===== src/rtl/fft_peak_detector.sv =====
// Per-frame peak search over |X[k]|^2 of an FFT source stream (3-stage pipeline + frame FSM).
// Optional malformed-frame detection is enabled with `define FFT_FRAME_CHECK_EN.
module fft_peak_detector #(
    parameter int DATA_W   = 16,
    parameter int N_POINTS = 8192,
    parameter int IDX_W    = 13,
    parameter int MIN_BIN  = 1,
    parameter int MAX_BIN  = 4095
) (
    input  logic                       clk,
    input  logic                       reset,
    input  logic signed [DATA_W-1:0]   source_real,
    input  logic signed [DATA_W-1:0]   source_imag,
    input  logic                       source_valid,
    input  logic                       source_sop,
    input  logic                       source_eop,
    output logic                       source_ready,
    output logic [IDX_W-1:0]           peak_bin,
    output logic [2*DATA_W-1:0]        peak_mag,
    output logic                       peak_valid,
    output logic                       frame_err
);
    localparam int PROD_W = 2*DATA_W - 1;
    localparam int PWR_W  = 2*DATA_W;
    localparam logic [IDX_W-1:0] MIN_IDX  = IDX_W'(MIN_BIN);
    localparam logic [IDX_W-1:0] MAX_IDX  = IDX_W'(MAX_BIN);
    localparam logic [IDX_W-1:0] LAST_IDX = IDX_W'(N_POINTS - 1);

    // The bin counter wraps at IDX_W bits, so the frame length must match it exactly.
    if (N_POINTS != (1 << IDX_W)) begin : g_bad_idx_w
        $error("N_POINTS must equal 2**IDX_W");
    end

    typedef enum logic [1:0] {IDLE, FRAME, FLUSH} state_t;

    function automatic logic [PROD_W-1:0] square(input logic signed [DATA_W-1:0] x);
        logic signed [PWR_W-1:0] p;
        p = PWR_W'(x) * PWR_W'(x);
        return PROD_W'(p);
    endfunction

    function automatic logic in_range(input logic [IDX_W-1:0] i);
        return (i >= MIN_IDX) && (i <= MAX_IDX);
    endfunction

    state_t             state, state_next;
    logic [1:0]         flush_cnt;
    logic [IDX_W-1:0]   idx, idx_cur;
    logic               accept, beat_take, frame_done, err_next;

    assign accept    = source_valid & source_ready;
    assign idx_cur   = source_sop ? '0 : idx + 1'b1;
    assign beat_take = accept && (state == FRAME || source_sop);

    always_ff @(posedge clk) begin
        if (reset) begin
            state     <= IDLE;
            flush_cnt <= '0;
            idx       <= '0;
        end else begin
            state     <= state_next;
            flush_cnt <= (state == FLUSH) ? flush_cnt + 2'd1 : 2'd0;
            if (beat_take)
                idx <= idx_cur;
        end
    end

    always_comb begin
        state_next = state;
        frame_done = 1'b0;
        err_next   = 1'b0;
        case (state)
            IDLE:    if (accept && source_sop) state_next = source_eop ? FLUSH : FRAME;
            FRAME:   if (accept && source_eop) state_next = FLUSH;
            FLUSH:   if (flush_cnt == 2'd2) begin
                         state_next = IDLE;
                         frame_done = 1'b1;
                     end
            default: state_next = IDLE;
        endcase
`ifdef FFT_FRAME_CHECK_EN
        if (beat_take) begin
            if (state == FRAME && source_sop)
                err_next = 1'b1;
            if (source_eop != (idx_cur == LAST_IDX)) begin
                err_next   = 1'b1;
                state_next = IDLE;
            end
        end
`endif
    end

    // Ready drops only while draining the pipeline and while reset is held.
    always_comb begin
        source_ready = !reset && (state != FLUSH);
    end

    // Stage p0: register the accepted beat
    logic signed [DATA_W-1:0] re_p0, im_p0;
    logic [IDX_W-1:0]         idx_p0;
    logic                     sop_p0, vld_p0;

    always_ff @(posedge clk) begin
        if (reset) vld_p0 <= 1'b0;
        else       vld_p0 <= beat_take;
        re_p0  <= source_real;
        im_p0  <= source_imag;
        idx_p0 <= idx_cur;
        sop_p0 <= source_sop;
    end

    // Stage p1: squares of both components
    logic [PROD_W-1:0] sq_re_p1, sq_im_p1;
    logic [IDX_W-1:0]  idx_p1;
    logic              sop_p1, vld_p1;

    always_ff @(posedge clk) begin
        if (reset) vld_p1 <= 1'b0;
        else       vld_p1 <= vld_p0;
        sq_re_p1 <= square(re_p0);
        sq_im_p1 <= square(im_p0);
        idx_p1   <= idx_p0;
        sop_p1   <= sop_p0;
    end

    // Stage p2: power sum and running max; a sop beat reaching here restarts the search
    logic [PWR_W-1:0]  pwr, base_mag, max_mag, nxt_mag;
    logic [IDX_W-1:0]  base_bin, max_bin, nxt_bin;

    always_comb begin
        pwr      = PWR_W'(sq_re_p1) + PWR_W'(sq_im_p1);
        base_mag = sop_p1 ? '0 : max_mag;
        base_bin = sop_p1 ? MIN_IDX : max_bin;
        nxt_mag  = base_mag;
        nxt_bin  = base_bin;
        if (in_range(idx_p1) && pwr > base_mag) begin
            nxt_mag = pwr;
            nxt_bin = idx_p1;
        end
    end

    always_ff @(posedge clk) begin
        if (vld_p1) begin
            max_mag <= nxt_mag;
            max_bin <= nxt_bin;
        end
    end

    // Result register: published once the flush has drained the last beat
    always_ff @(posedge clk) begin
        if (reset) begin
            peak_bin   <= '0;
            peak_mag   <= '0;
            peak_valid <= 1'b0;
            frame_err  <= 1'b0;
        end else begin
            peak_valid <= frame_done;
            frame_err  <= err_next;
            if (frame_done) begin
                peak_bin <= max_bin;
                peak_mag <= max_mag;
            end
        end
    end
endmodule


===== config.mk =====
export PLATFORM = sky130hd
export DESIGN_NAME = fft_peak_detector
export DESIGN_NICKNAME = d
export VERILOG_FILES = /design/src/rtl/fft_peak_detector.sv
export SDC_FILE = /design/constraint.sdc
export NUM_CORES = 2
export LEC_CHECK = 0
export CORE_AREA = 2 2 233 235
export CTS_CLUSTER_SIZE = 12
export DETAILED_ROUTE_END_ITERATION = 10
export DIE_AREA = 0 0 235 237
export HOLD_SLACK_MARGIN = 0.05
export PLACE_DENSITY_LB_ADDON = 0.25
export SYNTH_ARGS = -nofsm -noshare
export SYNTH_HDL_FRONTEND = slang
export SYNTH_SLANG_ARGS = --single-unit

===== constraint.sdc =====
create_clock -name clk -period 6.9 [get_ports clk]
set_input_delay 1.38 -clock clk [delete_from_list [all_inputs] [get_ports clk]]
set_output_delay 1.38 -clock clk [all_outputs]
set_load 0.005 [all_outputs]

* Word level (Yosys, flattened, before mapping)
Index checks and enable logic that the tools add are counted.
** Storage, ports and cells
- Flip-flop bits (word level) :: 232
- Bits of input ports :: 37
- Output and inout bits :: 48
- Logic and storage cells :: 60
** Cells by class
- Add/sub/neg operators :: 3
- $mul :: 2
- Order comparisons :: 3
- Equality and inequality tests :: 7
- Mux-type cells :: 12
- Bitwise logic cells :: 2
- Reductions and logical operators :: 13
** Operators with widths (count)
- $mux 32 :: 2
- $mul 16x16->31 :: 2
- $mux 13 :: 3
- $add 31x31->32 :: 1
- $gt 32x32->1 :: 1
- $add 13x1->13 const B :: 1
- $ge 13x1->1 const B :: 1
- $le 13x12->1 const B :: 1
- $mux 2 :: 4
- $logic_and 1x1->1 :: 6
- $pmux 2 s3 :: 1
- $eq 2x2->1 const B :: 2
- $ne 2x1->1 const B :: 2
- $ne 2x2->1 const B :: 2
- $reduce_and 3->1 :: 1
- $add 2x1->2 const B :: 1
- $eq 2x1->1 const B :: 1
- $logic_not 2->1 :: 1
- $mux 1 :: 2
- $reduce_and 2->1 :: 1
- $reduce_bool 2->1 :: 1
- $reduce_or 2->1 :: 1
- $and 1x1->1 :: 1
- $logic_not 1->1 :: 1
- other kinds (2) :: 2

* Depth between registers and ports, before layout
- Depth in word-level cells :: 6
- Mapped depth :: 25
- Mapped depth without buffers :: 24

* Least setup slack after synthesis
OpenSTA, ideal clock, no wires.
- Path kind :: reg-to-reg
- Start :: register im_p0[15]
- End :: register sq_im_p1[30]
- Setup time :: 0.072 ns
- Data arrival time :: 6.179 ns
- Required time :: 6.828 ns
- Slack :: 0.649 ns
- Stages on the path, launching flop included :: 24
- Path buffers :: 2
- Period minus slack after synthesis :: 6.251 ns
- Cells stage by stage :: dfxtp_1 > clkbuf_1 > inv_1 > clkbuf_1 > nor2_1 > fa_1 > inv_1 > fa_1 > inv_1 > fa_1 > fa_1 > fa_1 > inv_1 > fa_1 > inv_1 > ha_1 > and3_1 > nand2_1 > or3_1 > o31ai_2 > or4_1 > a31o_1 > a21oi_2 > xnor2_1
** On the way
- Word-level cells in the longest chain between the ends :: 1
** RTL lines
- start: declaration :: RTL line 99 : logic signed [DATA_W-1:0] re_p0, im_p0;
- start signal: assignment :: RTL line 107 : im_p0 <= source_imag;
- $mul 16x16->31 :: RTL line 38 : p = PWR_W'(x) * PWR_W'(x);
- end signal: assignment :: RTL line 121 : sq_im_p1 <= square(im_p0);
- end: declaration :: RTL line 113 : logic [PROD_W-1:0] sq_re_p1, sq_im_p1;
No other way between the ends.
A chain may end at the register's enable or synchronous reset.

* Final worst setup path
- Start :: register im_p0[5]
- End :: register sq_im_p1[25]
The elaborated chain is that of the path after synthesis.

==> results.md <==
- Status: finished clean
- Met2 Use GR: 37.4%
- Rel. slew slack: 25.1%
- CP arrival: 7050 ps
- Critical path launch point type: register
- CTS tree: yes
- GR Util met1: 27.1%
- Die area: 55700 sq um
- CTS Hold Buffers Added: 0
- Clk_lat worst skew: 570 ps
- Initial Utilization: 49.4%
- Final antenna-violating net count: 0
- Reg area: 5060 sq um
- Avg WL per Cell: 15.5 um
- CP endpoint kind: register
- Nets@finish: 3587
- Synth top area cells: fa_1 (35%), dfxtp_1 (14%), ha_1 (11%)
- Number of global-route vias before repair: 19800
- Most used cell, CP: inv_1
- CTS Buf Count: 29
- Core ar.: 53300 sq um
- Layout area overhead: 10.2%
- Max-cap violation count: 0
- Unrepaired setup endpoints after global routing: false
- Area leader, netlist: fa_1
- Setup TNS: 0 ps
- Warnings from Yosys: 0
- Die width: 235 um
- Critical path's slowest cell: dfxtp_1
- Layout cells sized above 1: 5.14%
- CTS Root Cell: clkbuf_16
- GRT Max-Usage Layer: met2
- Final setup fails: 0
- Clk sink count: 230
- First-pass GRT wire length: 95100 um
- Number of synthesized flops with an enable pin: 45
- Largest net degree at the start of global routing: 67
- N_diodes: 0
- 1st-iter DRT viols: 783
- Bufs and invs on worst path: 7
- WS Path Type: reg -> reg
- DP HPWL: 46900 um
- Vias per cell: 5.04
- Register-to-Register Setup Slack: 290 ps
- Final worst slack: 289 ps
- Fill cells: 4822
- Crit-path cells: and2_1, inv_1, fa_1, inv_1, fa_1, inv_1, fa_1, inv_1, fa_1, fa_1, inv_1, fa_1, inv_1, ha_1, inv_1, nor2_1, nand4_1, a2111oi_1, nand3b_1, a221o_1, a21o_1, a21oi_1, xnor2_1
- Yosys cell types: 63
- I/O pin count: 85
- Total global routing overflow: 0
- Seq/Total Area, Yosys: 19.2%
- Top cells by count, synth: inv_1 (686), fa_1 (457), nand2_1 (272)
- Share of the synthesized area in the top cell type: 34.8%
- Largest stage delay, worst path: 650 ps
- Delay-heaviest family, CP: adder cells
- Synth Instances: 2772
- Die Ht: 237 um
- Max-slew violation count: 0
- Seq cells post-synth: 230
- Clock skew: 21.9 ps
- Drt total wl: 55500 um
- Async set-reset flop share out of synthesis: 0%
- Req. time, crit path: 7340 ps
- Met3 Usage GRT: 2.84%
- Port Buffers: 83
- Clock-pin transition on the worst setup and hold timing paths: 60 ps
- Post-synth top flop: dfxtp_1
- Longest Clk Path Bufs: 3
- GRT Util Overall: 21.0%
- Period Utilization, post-route: 95.8%
- Worst Hold Class: reg -> reg
- Final hold violation count: 0
- Pre-CTS setup slack: 369 ps
- Multi-input logic area: 18400 sq um
- Via count: 18000
- Initial antenna violation count: 2
- Routability cong.: 0.878
- Fmax: 151 MHz
- Drt drc: 0
- Avg Synthesized Cell Area: 9.49 sq um
- Post-CTS setup buffers: 0
- Row count: 85
- Minimum clock period: 6610 ps
- Htree depth: 1
- CP Max Fanout: 10
- Syn Std Cell Area: 26300 sq um
- First-pass DRT Iterations: 5
- Count leader, synth: inv_1
- Worst slew pin tran: 1120 ps
==> state kept, by name (all words and copies together) (netlist names), 2 cells and up <==
name / cells
sq_re_p1: 30
max_bin: 13
peak_bin: 13
flush_cnt: 2
max_mag: 32
sq_im_p1: 30
im_p0: 16
idx: 13
idx_p1: 13
peak_mag: 32
re_p0: 16
state: 2
idx_p0: 13
==> cell usage in the layout, fill, tap and decap left out, types with 4 or more instances in the layout <==
cell             count
a211o_1              5
a211oi_1            12
a21o_1              41
a21oi_1            122
a31o_2               6
a31oi_1              4
and2_1              67
and3_1              12
buf_4               46
clkbuf_1             8
clkbuf_16           29
clkbuf_8             5
clkdlybuf4s50_1     82
dfxtp_1            183
edfxtp_1            45
fa_1               456
ha_1               238
inv_1              686
inv_6                4
mux2_2              31
mux2i_1             14
nand2_1            272
nand2b_1            14
nand3_1             19
nand4_1             17
nor2_1             142
nor2b_1             42
nor3_1              17
nor4_1               7
o211ai_1             5
o21a_1              11
o21ai_0             37
o21bai_1            12
or2_2                5
or3_1                7
xnor2_1             94
xor2_1              26
==> cell type report <==
cell class / count / area share (%)
inverter: 689 / 8.94
tap: 696 / 3.00
clock inverter: 11 / 0.371
clock buffer: 42 / 2.85
timing repair buffer: 129 / 4.04
sequential: 230 / 17.5
multi-input combinational: 1776 / 63.4
==> worst paths after layout <==
check                                from           end  cells past startpoint
worst min register to register  idx_p0[6]     idx_p1[6]                      0
worst max register to register   im_p0[5]  sq_im_p1[25]                     23
worst min-delay path            idx_p0[6]     idx_p1[6]                      0
worst max-delay path             im_p0[5]  sq_im_p1[25]                     23
==> logic make-up (layout without fill, tap and decap cells) <==
kind of cell	after synthesis	count (layout)	synth area share [%]
other cells	1	2	0.0143
fa+ha+maj	695	695	46.1
mux	45	45	1.86
buf+inv	767	871	11.0
simple gates	627	627	10.8
compound gates	287	287	6.97
flops	230	230	19.2
xor+xnor	120	120	4.00
==> per-stage QoR <==
step,std cells,hold WS [ps],instance area [sq um],utilization (%)
6_report,3573,324,29000,54.4
5_1_grt,3573,329,29000,54.4
4_1_cts,3573,323,29000,54.4
3_5_place_dp,3520,312,28000,52.6
3_3_place_gp,3520,312,28000,52.6
2_1_floorplan,2773,310,26300,-
==> metal layers <==
layer	routed length, um	vias up
met2	28100	363
li1	-	8598
met1	23400	8973
met3	2810	75
met5	13	-
met4	1140	2
==> what timing repair did <==
action	CTS	global route
hold endpoints to repair	0	0
setup endpoints to repair	0	5
resized for setup	0	5
Power is not shown: default switching activity piles up to over one toggle a cycle in this logic, so the estimate is an artifact.
